`config.mk`:
```
export PLATFORM = sky130hd
export DESIGN_NAME = sha512_padder_flat
export DESIGN_NICKNAME = d
export VERILOG_FILES = /design/src/rtl/sha512_padder_if.sv /design/src/rtl/sha512_padder.sv /design/src/flat_wrapper.sv
export SDC_FILE = /design/constraint.sdc
export NUM_CORES = 1
export LEC_CHECK = 0
export ABC_AREA = 1
export BUFFER_PORTS_ARGS = -buffer_cell sky130_fd_sc_hd__buf_2
export CAP_MARGIN = 20
export CELL_PAD_IN_SITES_DETAIL_PLACEMENT = 0
export CELL_PAD_IN_SITES_GLOBAL_PLACEMENT = 2
export CORE_AREA = 3 3 620 622
export CTS_CLUSTER_DIAMETER = 30
export DETAILED_ROUTE_END_ITERATION = 10
export DIE_AREA = 0 0 623 625
export PLACE_DENSITY_LB_ADDON = 0.1
export SLEW_MARGIN = 20
export SYNTH_ARGS = -nofsm -noshare
export SYNTH_HDL_FRONTEND = slang
export SYNTH_SLANG_ARGS = --single-unit
export TNS_END_PERCENT = 100
```
`constraint.sdc`:
```
create_clock -name clk -period 56.9 [get_ports clk]
set_input_delay 8.535 -clock clk [delete_from_list [all_inputs] [get_ports clk]]
set_output_delay 8.535 -clock clk [all_outputs]
set_load 0.01 [all_outputs]
```
`src/rtl/sha512_padder_if.sv`:
```
// Handshake bundle between the line source, the SHA-512 padder and the core.
// The master side drives lines and core-ready; the slave side is the padder.
interface sha512_padder_if #(
    parameter int LEN_W = 32
);
    logic             start;
    logic [LEN_W-1:0] num_lines;
    logic [511:0]     in_data;
    logic             in_valid;
    logic             in_ready;
    logic [511:0]     block [2];
    logic             block_valid;
    logic             ready;
    logic             block_last;
    logic             busy;
    logic             done;

    modport master (
        output start, num_lines, in_data, in_valid, ready,
        input  in_ready, block, block_valid, block_last, busy, done
    );

    modport slave (
        input  start, num_lines, in_data, in_valid, ready,
        output in_ready, block, block_valid, block_last, busy, done
    );
endinterface

```
`src/rtl/sha512_padder.sv`:
```
// Packs 512-bit message lines into 1024-bit SHA-512 blocks and appends
// the 0x80 terminator plus the 128-bit big-endian message bit length.
module sha512_padder #(
    parameter int LEN_W = 32
) (
    input logic            clk,
    input logic            reset,
    sha512_padder_if.slave bus
);
    typedef enum logic [2:0] {
        IDLE, FILL0, FILL1, EMIT, PAD, DONE
    } stateT;

    stateT            state;
    stateT            nextState;
    logic [LEN_W-1:0] remaining;
    logic [127:0]     bitLen;
    logic [511:0]     blockReg [2];
    logic             last;
    logic             padPending;
    logic             lastLine;

    // Length goes in bytes 48..63, most significant byte first.
    function automatic logic [511:0] padLine(
        input logic [127:0] len,
        input logic         marker
    );
        logic [511:0] line;
        line = '0;
        line[7:0] = marker ? 8'h80 : 8'h00;
        for (int j = 0; j < 16; j++) begin
            line[8*(48+j) +: 8] = len[8*(15-j) +: 8];
        end
        return line;
    endfunction

    assign lastLine     = (remaining == LEN_W'(1));
    assign bus.block[0] = blockReg[0];
    assign bus.block[1] = blockReg[1];

    always_ff @(posedge clk) begin
        if (reset) begin
            state <= IDLE;
        end else begin
            state <= nextState;
        end
    end

    always_comb begin
        nextState = state;
        case (state)
            IDLE: begin
                if (bus.start) begin
                    nextState = (bus.num_lines == '0) ? PAD : FILL0;
                end
            end
            FILL0: begin
                if (bus.in_valid) begin
                    nextState = lastLine ? EMIT : FILL1;
                end
            end
            FILL1: begin
                if (bus.in_valid) begin
                    nextState = EMIT;
                end
            end
            EMIT: begin
                if (bus.ready) begin
                    if (last) begin
                        nextState = DONE;
                    end else if (padPending) begin
                        nextState = PAD;
                    end else begin
                        nextState = FILL0;
                    end
                end
            end
            PAD:     nextState = EMIT;
            DONE:    nextState = IDLE;
            default: nextState = IDLE;
        endcase
    end

    always_comb begin
        bus.in_ready    = 1'b0;
        bus.block_valid = 1'b0;
        bus.block_last  = 1'b0;
        bus.busy        = 1'b0;
        bus.done        = 1'b0;
        unique case (1'b1)
            (state == FILL0),
            (state == FILL1): begin
                bus.in_ready = 1'b1;
                bus.busy     = 1'b1;
            end
            (state == EMIT): begin
                bus.block_valid = 1'b1;
                bus.block_last  = last;
                bus.busy        = 1'b1;
            end
            (state == PAD):  bus.busy = 1'b1;
            (state == DONE): bus.done = 1'b1;
            default: ;
        endcase
    end

    always_ff @(posedge clk) begin
        if (reset) begin
            remaining   <= '0;
            bitLen      <= '0;
            blockReg[0] <= '0;
            blockReg[1] <= '0;
            last        <= 1'b0;
            padPending  <= 1'b0;
        end else begin
            case (state)
                IDLE: begin
                    if (bus.start) begin
                        remaining  <= bus.num_lines;
                        bitLen     <= {{(119-LEN_W){1'b0}}, bus.num_lines, 9'b0};
                        last       <= 1'b0;
                        padPending <= 1'b0;
                    end
                end
                FILL0: begin
                    if (bus.in_valid) begin
                        blockReg[0] <= bus.in_data;
                        remaining   <= remaining - LEN_W'(1);
                        if (lastLine) begin
                            blockReg[1] <= padLine(bitLen, 1'b1);
                            last        <= 1'b1;
                        end
                    end
                end
                FILL1: begin
                    if (bus.in_valid) begin
                        blockReg[1] <= bus.in_data;
                        remaining   <= remaining - LEN_W'(1);
                        if (lastLine) begin
                            padPending <= 1'b1;
                        end
                    end
                end
                // Message ended on a block boundary: length-only block follows.
                PAD: begin
                    blockReg[0] <= padLine('0, 1'b1);
                    blockReg[1] <= padLine(bitLen, 1'b0);
                    last        <= 1'b1;
                    padPending  <= 1'b0;
                end
                default: ;
            endcase
        end
    end
endmodule

```
`src/flat_wrapper.sv`:
```
// flat-port wrapper written by rule: the top's interface ports become plain ports
module sha512_padder_flat 
#(
    parameter int LEN_W = 32
)
  (clk, reset, bus_start, bus_num_lines, bus_in_data, bus_in_valid, bus_ready, bus_in_ready, bus_block, bus_block_valid, bus_block_last, bus_busy, bus_done);
  sha512_padder_if #(.LEN_W(LEN_W)) bus_i ();
  input logic clk;
  input logic reset;
  input wire logic [$bits(bus_i.start)-1:0] bus_start;
  input wire logic [$bits(bus_i.num_lines)-1:0] bus_num_lines;
  input wire logic [$bits(bus_i.in_data)-1:0] bus_in_data;
  input wire logic [$bits(bus_i.in_valid)-1:0] bus_in_valid;
  input wire logic [$bits(bus_i.ready)-1:0] bus_ready;
  output wire logic [$bits(bus_i.in_ready)-1:0] bus_in_ready;
  output wire logic [$bits(bus_i.block)-1:0] bus_block;
  output wire logic [$bits(bus_i.block_valid)-1:0] bus_block_valid;
  output wire logic [$bits(bus_i.block_last)-1:0] bus_block_last;
  output wire logic [$bits(bus_i.busy)-1:0] bus_busy;
  output wire logic [$bits(bus_i.done)-1:0] bus_done;
  assign bus_i.start = bus_start;
  assign bus_i.num_lines = bus_num_lines;
  assign bus_i.in_data = bus_in_data;
  assign bus_i.in_valid = bus_in_valid;
  assign bus_i.ready = bus_ready;
  assign bus_in_ready = bus_i.in_ready;
  assign bus_block = {>>{bus_i.block}};
  assign bus_block_valid = bus_i.block_valid;
  assign bus_block_last = bus_i.block_last;
  assign bus_busy = bus_i.busy;
  assign bus_done = bus_i.done;
  sha512_padder #(.LEN_W(LEN_W)) u_core (.clk(clk), .reset(reset), .bus(bus_i));
endmodule
```
### After elaboration in Yosys (flattened, before gate mapping)

Memory sizes are Yosys's and may differ from the RTL's.
Index checks and enable logic that the tools add are counted.
Widths: inputs -> output; s select.

* bits in registers: 69
* memory bits (writable): 1024
* input port bits: 549
* output and inout port bits: 1029
* word-level logic and storage cells: 81
* memories kept: 1

Memories
* u_core.blockReg: depth 2, width 512, rd ports 2, clocked after memory_dff 0, write ports 2, line sha512_padder.sv:18 `logic [511:0] blockReg [2];`

* add/sub/neg operators: 1
* equal/unequal tests: 13
* muxes and demuxes: 44
* bitwise operators: 5
* reductions and logical operators: 12

Operator list (count)
* $mux 512: 5
* $mux 32: 2
* $pmux 32 s2: 1
* $eq 32x1->1 const B: 1
* $logic_not 32->1: 1
* $sub 32x1->32 const B: 1
* $mux 1: 26
* $mux 3: 7
* $pmux 3 s5: 1
* $reduce_and 4->1: 3
* $ne 2x2->1 const B: 4
* $eq 3x2->1 const B: 2
* $eq 3x3->1 const B: 2
* $ne 2x1->1 const B: 3
* $pmux 1 s3: 2
* $reduce_bool 3->1: 2
* $or 1x1->1: 5
* $reduce_or 4->1: 1
* $eq 3x1->1 const B: 1
* $logic_not 3->1: 1
* $reduce_and 3->1: 1
* $reduce_and 2->1: 1
* $reduce_bool 2->1: 1
* $reduce_or 2->1: 1

### Logic depth before layout (Yosys ltp)

* word-level depth: 9
* depth in mapped cells: 12
* mapped depth without buffers: 12

### Worst setup path after synthesis

No wires, ideal clock.

* kind: input to register
* start point: in reset
* end point: mem u_core.blockReg[0][0], enable pin
* library setup time: 4.925 ns
* arrival: 20.877 ns
* data required time: 51.975 ns
* path slack: 31.098 ns
* stages on the path: 7
* buffers on the path: 4
* cell sequence: buf_2 -> inv_2 -> nand2_1 -> buf_2 -> buf_2 -> buf_2 -> nand3_1

RTL lines
* start: declaration: line flat_wrapper.sv:9 `input logic reset;`
* end: declaration: line sha512_padder.sv:18

==> results.toml <==
[clock_network]
clk_path_buf_depth = 4
cts_sink_cnt = 1093
h-tree-depth = 5
path_clk_slew_ps = 40
numCtsBuffers = 447
cts_repair_resize_count = 0
cts-root-buf = "clkbuf_16"
clock_latency_ps = 940
number_of_buffers_inserted_for_hold_repair_after_clock_tree_synthesis = 0
tritoncts = "built"
postCtsSetupRepairBufs = 0

[finish]
commonest_non_fill_non_tap_cell_in_the_layout = "buf_2"
finish.utilization = 0.186
post-route-cell-area_mm2 = 0.0704
filler_cell_count = 42600
most_used_cells_in_the_layout_excluding_fill_and_tap_cells = "buf_2, nor2_1, nand2_1"
flow.area_growth_from_synthesis_pct = 64.0
drive_above_1_share = 0.339
design.final.nets = 6878

[critical_path]
worstSetupPathType = "in -> reg"
cp.arrival_ps = 13970
crit_required_ps = 57420
cp-end-kind = "flip-flop"
worst_setup_path_start_kind = "primary input"
crit_fanout = 59

[routing]
wl_mm = 308
detail-route-antenna-nets = 0
drt-wirelength-per-cell_um = 26.2
detailroute.via_count = 42200
drt_iter0_markers = 2251
number_of_iterations_in_the_first_detailed_routing_pass = 5
dr_drc_count = 0
route.detailed.vias_per_inst = 3.59

[synth]
syn-mean-instance-area_um2 = 9.34
synth_warn = 0
netlist_area_mm2 = 0.0429
netlist_instances = 4594
synth-edff-count = 544
ys_async_sr_fraction = 0
ys_seq_area_frac = 0.637
ys_seq_elements = 1093
synthFlopType = "dfxtp_1"
synth.distinct_cells = 31
mapped_nets = 5145

[place]
placed_area_mm2 = 0.0562
pre_cts_ws_ps = 42190
routabilityCongestion = 0.789
dpl.hpwl_mm = 228
port_buffers = 1577

[power_and_ir_drop]
pwr_density_cell_mw_per_mm2 = 53.2
power.static_leakage_nw = 31.3
vdd_ir_max_mv = 0.0255

[timing]
setup_viol = 0
period_minus_slack_ps = 13450
max_slew_margin = 0.237
layout_skew_ps = 72.6
rsz0062_at_grt = "false"
max_freq_ghz = 0.0743
maxSlewViolCount = 0
finalHoldViolations = 0
finalCritPeriodShare = 0.236
worstMarginPinSlew_ps = 1150
setup_tns_ps = 0
finalWorstSetupSlack_ps = 43450

[die]
coreArea_mm2 = 0.379
placementRows = 226
fp.dieArea_mm2 = 0.389
initial_utilization = 0.113
die_h_um = 625
io_pins = 1578
width_of_the_die_um = 623

[grt]
grt_usage = 0.151
largest_net_degree_at_the_start_of_global_routing = 129
number_of_global_route_vias_before_repair = 43200
antenna_found_initial = 201
first_pass_grt_wire_length_mm = 406
globalRoute.totalOverflow = 0

[status]
outcome = "finished clean"

[job]
max_cap_violations = 0

[hold_path]
hold_class = "reg -> reg"
per-stage QoR:
stage	instances	hold WS, ps	power [mW]
6_report	11800	476	3.74
5_1_grt	11800	488	3.93
4_1_cts	11700	476	3.83
3_5_place_dp	10900	470	1.58
3_3_place_gp	10900	466	1.59
2_1_floorplan	4594	445	1.29
critical path, stage by stage:
cell,delay (ps)
buf_2,100
buf_4,280
nor2_4,810
inv_1,220
nand3_4,480
buf_12,310
buf_4,630
buf_4,750
buf_4,860
buf_4,610
layer usage:
layer / track usage / part of all wire / up-vias
met4: 0.0433 / 0.031 / 64
met5: 0 / 0.0014 / -
li1: - / - / 19200
met1: 0.164 / 0.38 / 20500
met2: 0.272 / 0.51 / 1763
met3: 0.0565 / 0.083 / 741
final cells by class:
class,instances,area (um2),area share
clock inverters,170,1270,0.0180
diodes,36,90.1,0.00128
well taps,5016,6280,0.0891
repair buffers,1647,8480,0.120
inverters,598,2260,0.0321
clock buffers,671,12800,0.182
multi-input cells,2540,11900,0.169
flip-flops and latches,1093,27300,0.388
power by group:
part           switching [mW]  internal, mW
Combinational           0.405         0.148
Clock                   0.676          1.53
Sequential             0.0471         0.943
path summary, 6_finish.rpt:
path | start | endpoint | slack, ps | depth (start not counted)
worst max-delay path | reset | u_core.blockReg[0][177] | 43450 | 10
worst min-delay path | u_core.blockReg[1][435] | u_core.blockReg[1][435] | 480 | 2
worst max register to register | u_core.state[0] | u_core.blockReg[0][177] | 50880 | 10
worst min register to register | u_core.blockReg[1][435] | u_core.blockReg[1][435] | 480 | 2
kinds of logic (layout without fill, tap and decap cells):
kind of cell,after synthesis,in the layout,share of synthesized area
compound gates,734,734,0.0871
xor+xnor,5,5,0.00102
fa+ha+maj,2,2,0.000583
buf+inv,961,3086,0.0876
flops,1093,1093,0.637
other cells,0,36,0
simple gates,1799,1799,0.187
state kept, by name, indices dropped and copies added (netlist names):
register,cells
u_core.state,3
u_core.blockReg,1024
u_core.remaining,32
u_core.bitLen,32
u_core.last,1
u_core.padPending,1
cells in the mapped netlist, drive strengths merged (32+ instances only):
cell type | n | area, um2
o21ai | 139 | 696
a21oi | 554 | 2780
o22ai | 33 | 206
inv | 597 | 2240
nand3 | 32 | 165
nand2 | 630 | 2370
edfxtp | 544 | 16300
nand4 | 483 | 3020
dfxtp | 549 | 11000
buf | 171 | 796
clkbuf | 192 | 721
nor2 | 647 | 2430
(Power assumes the default switching activity.)
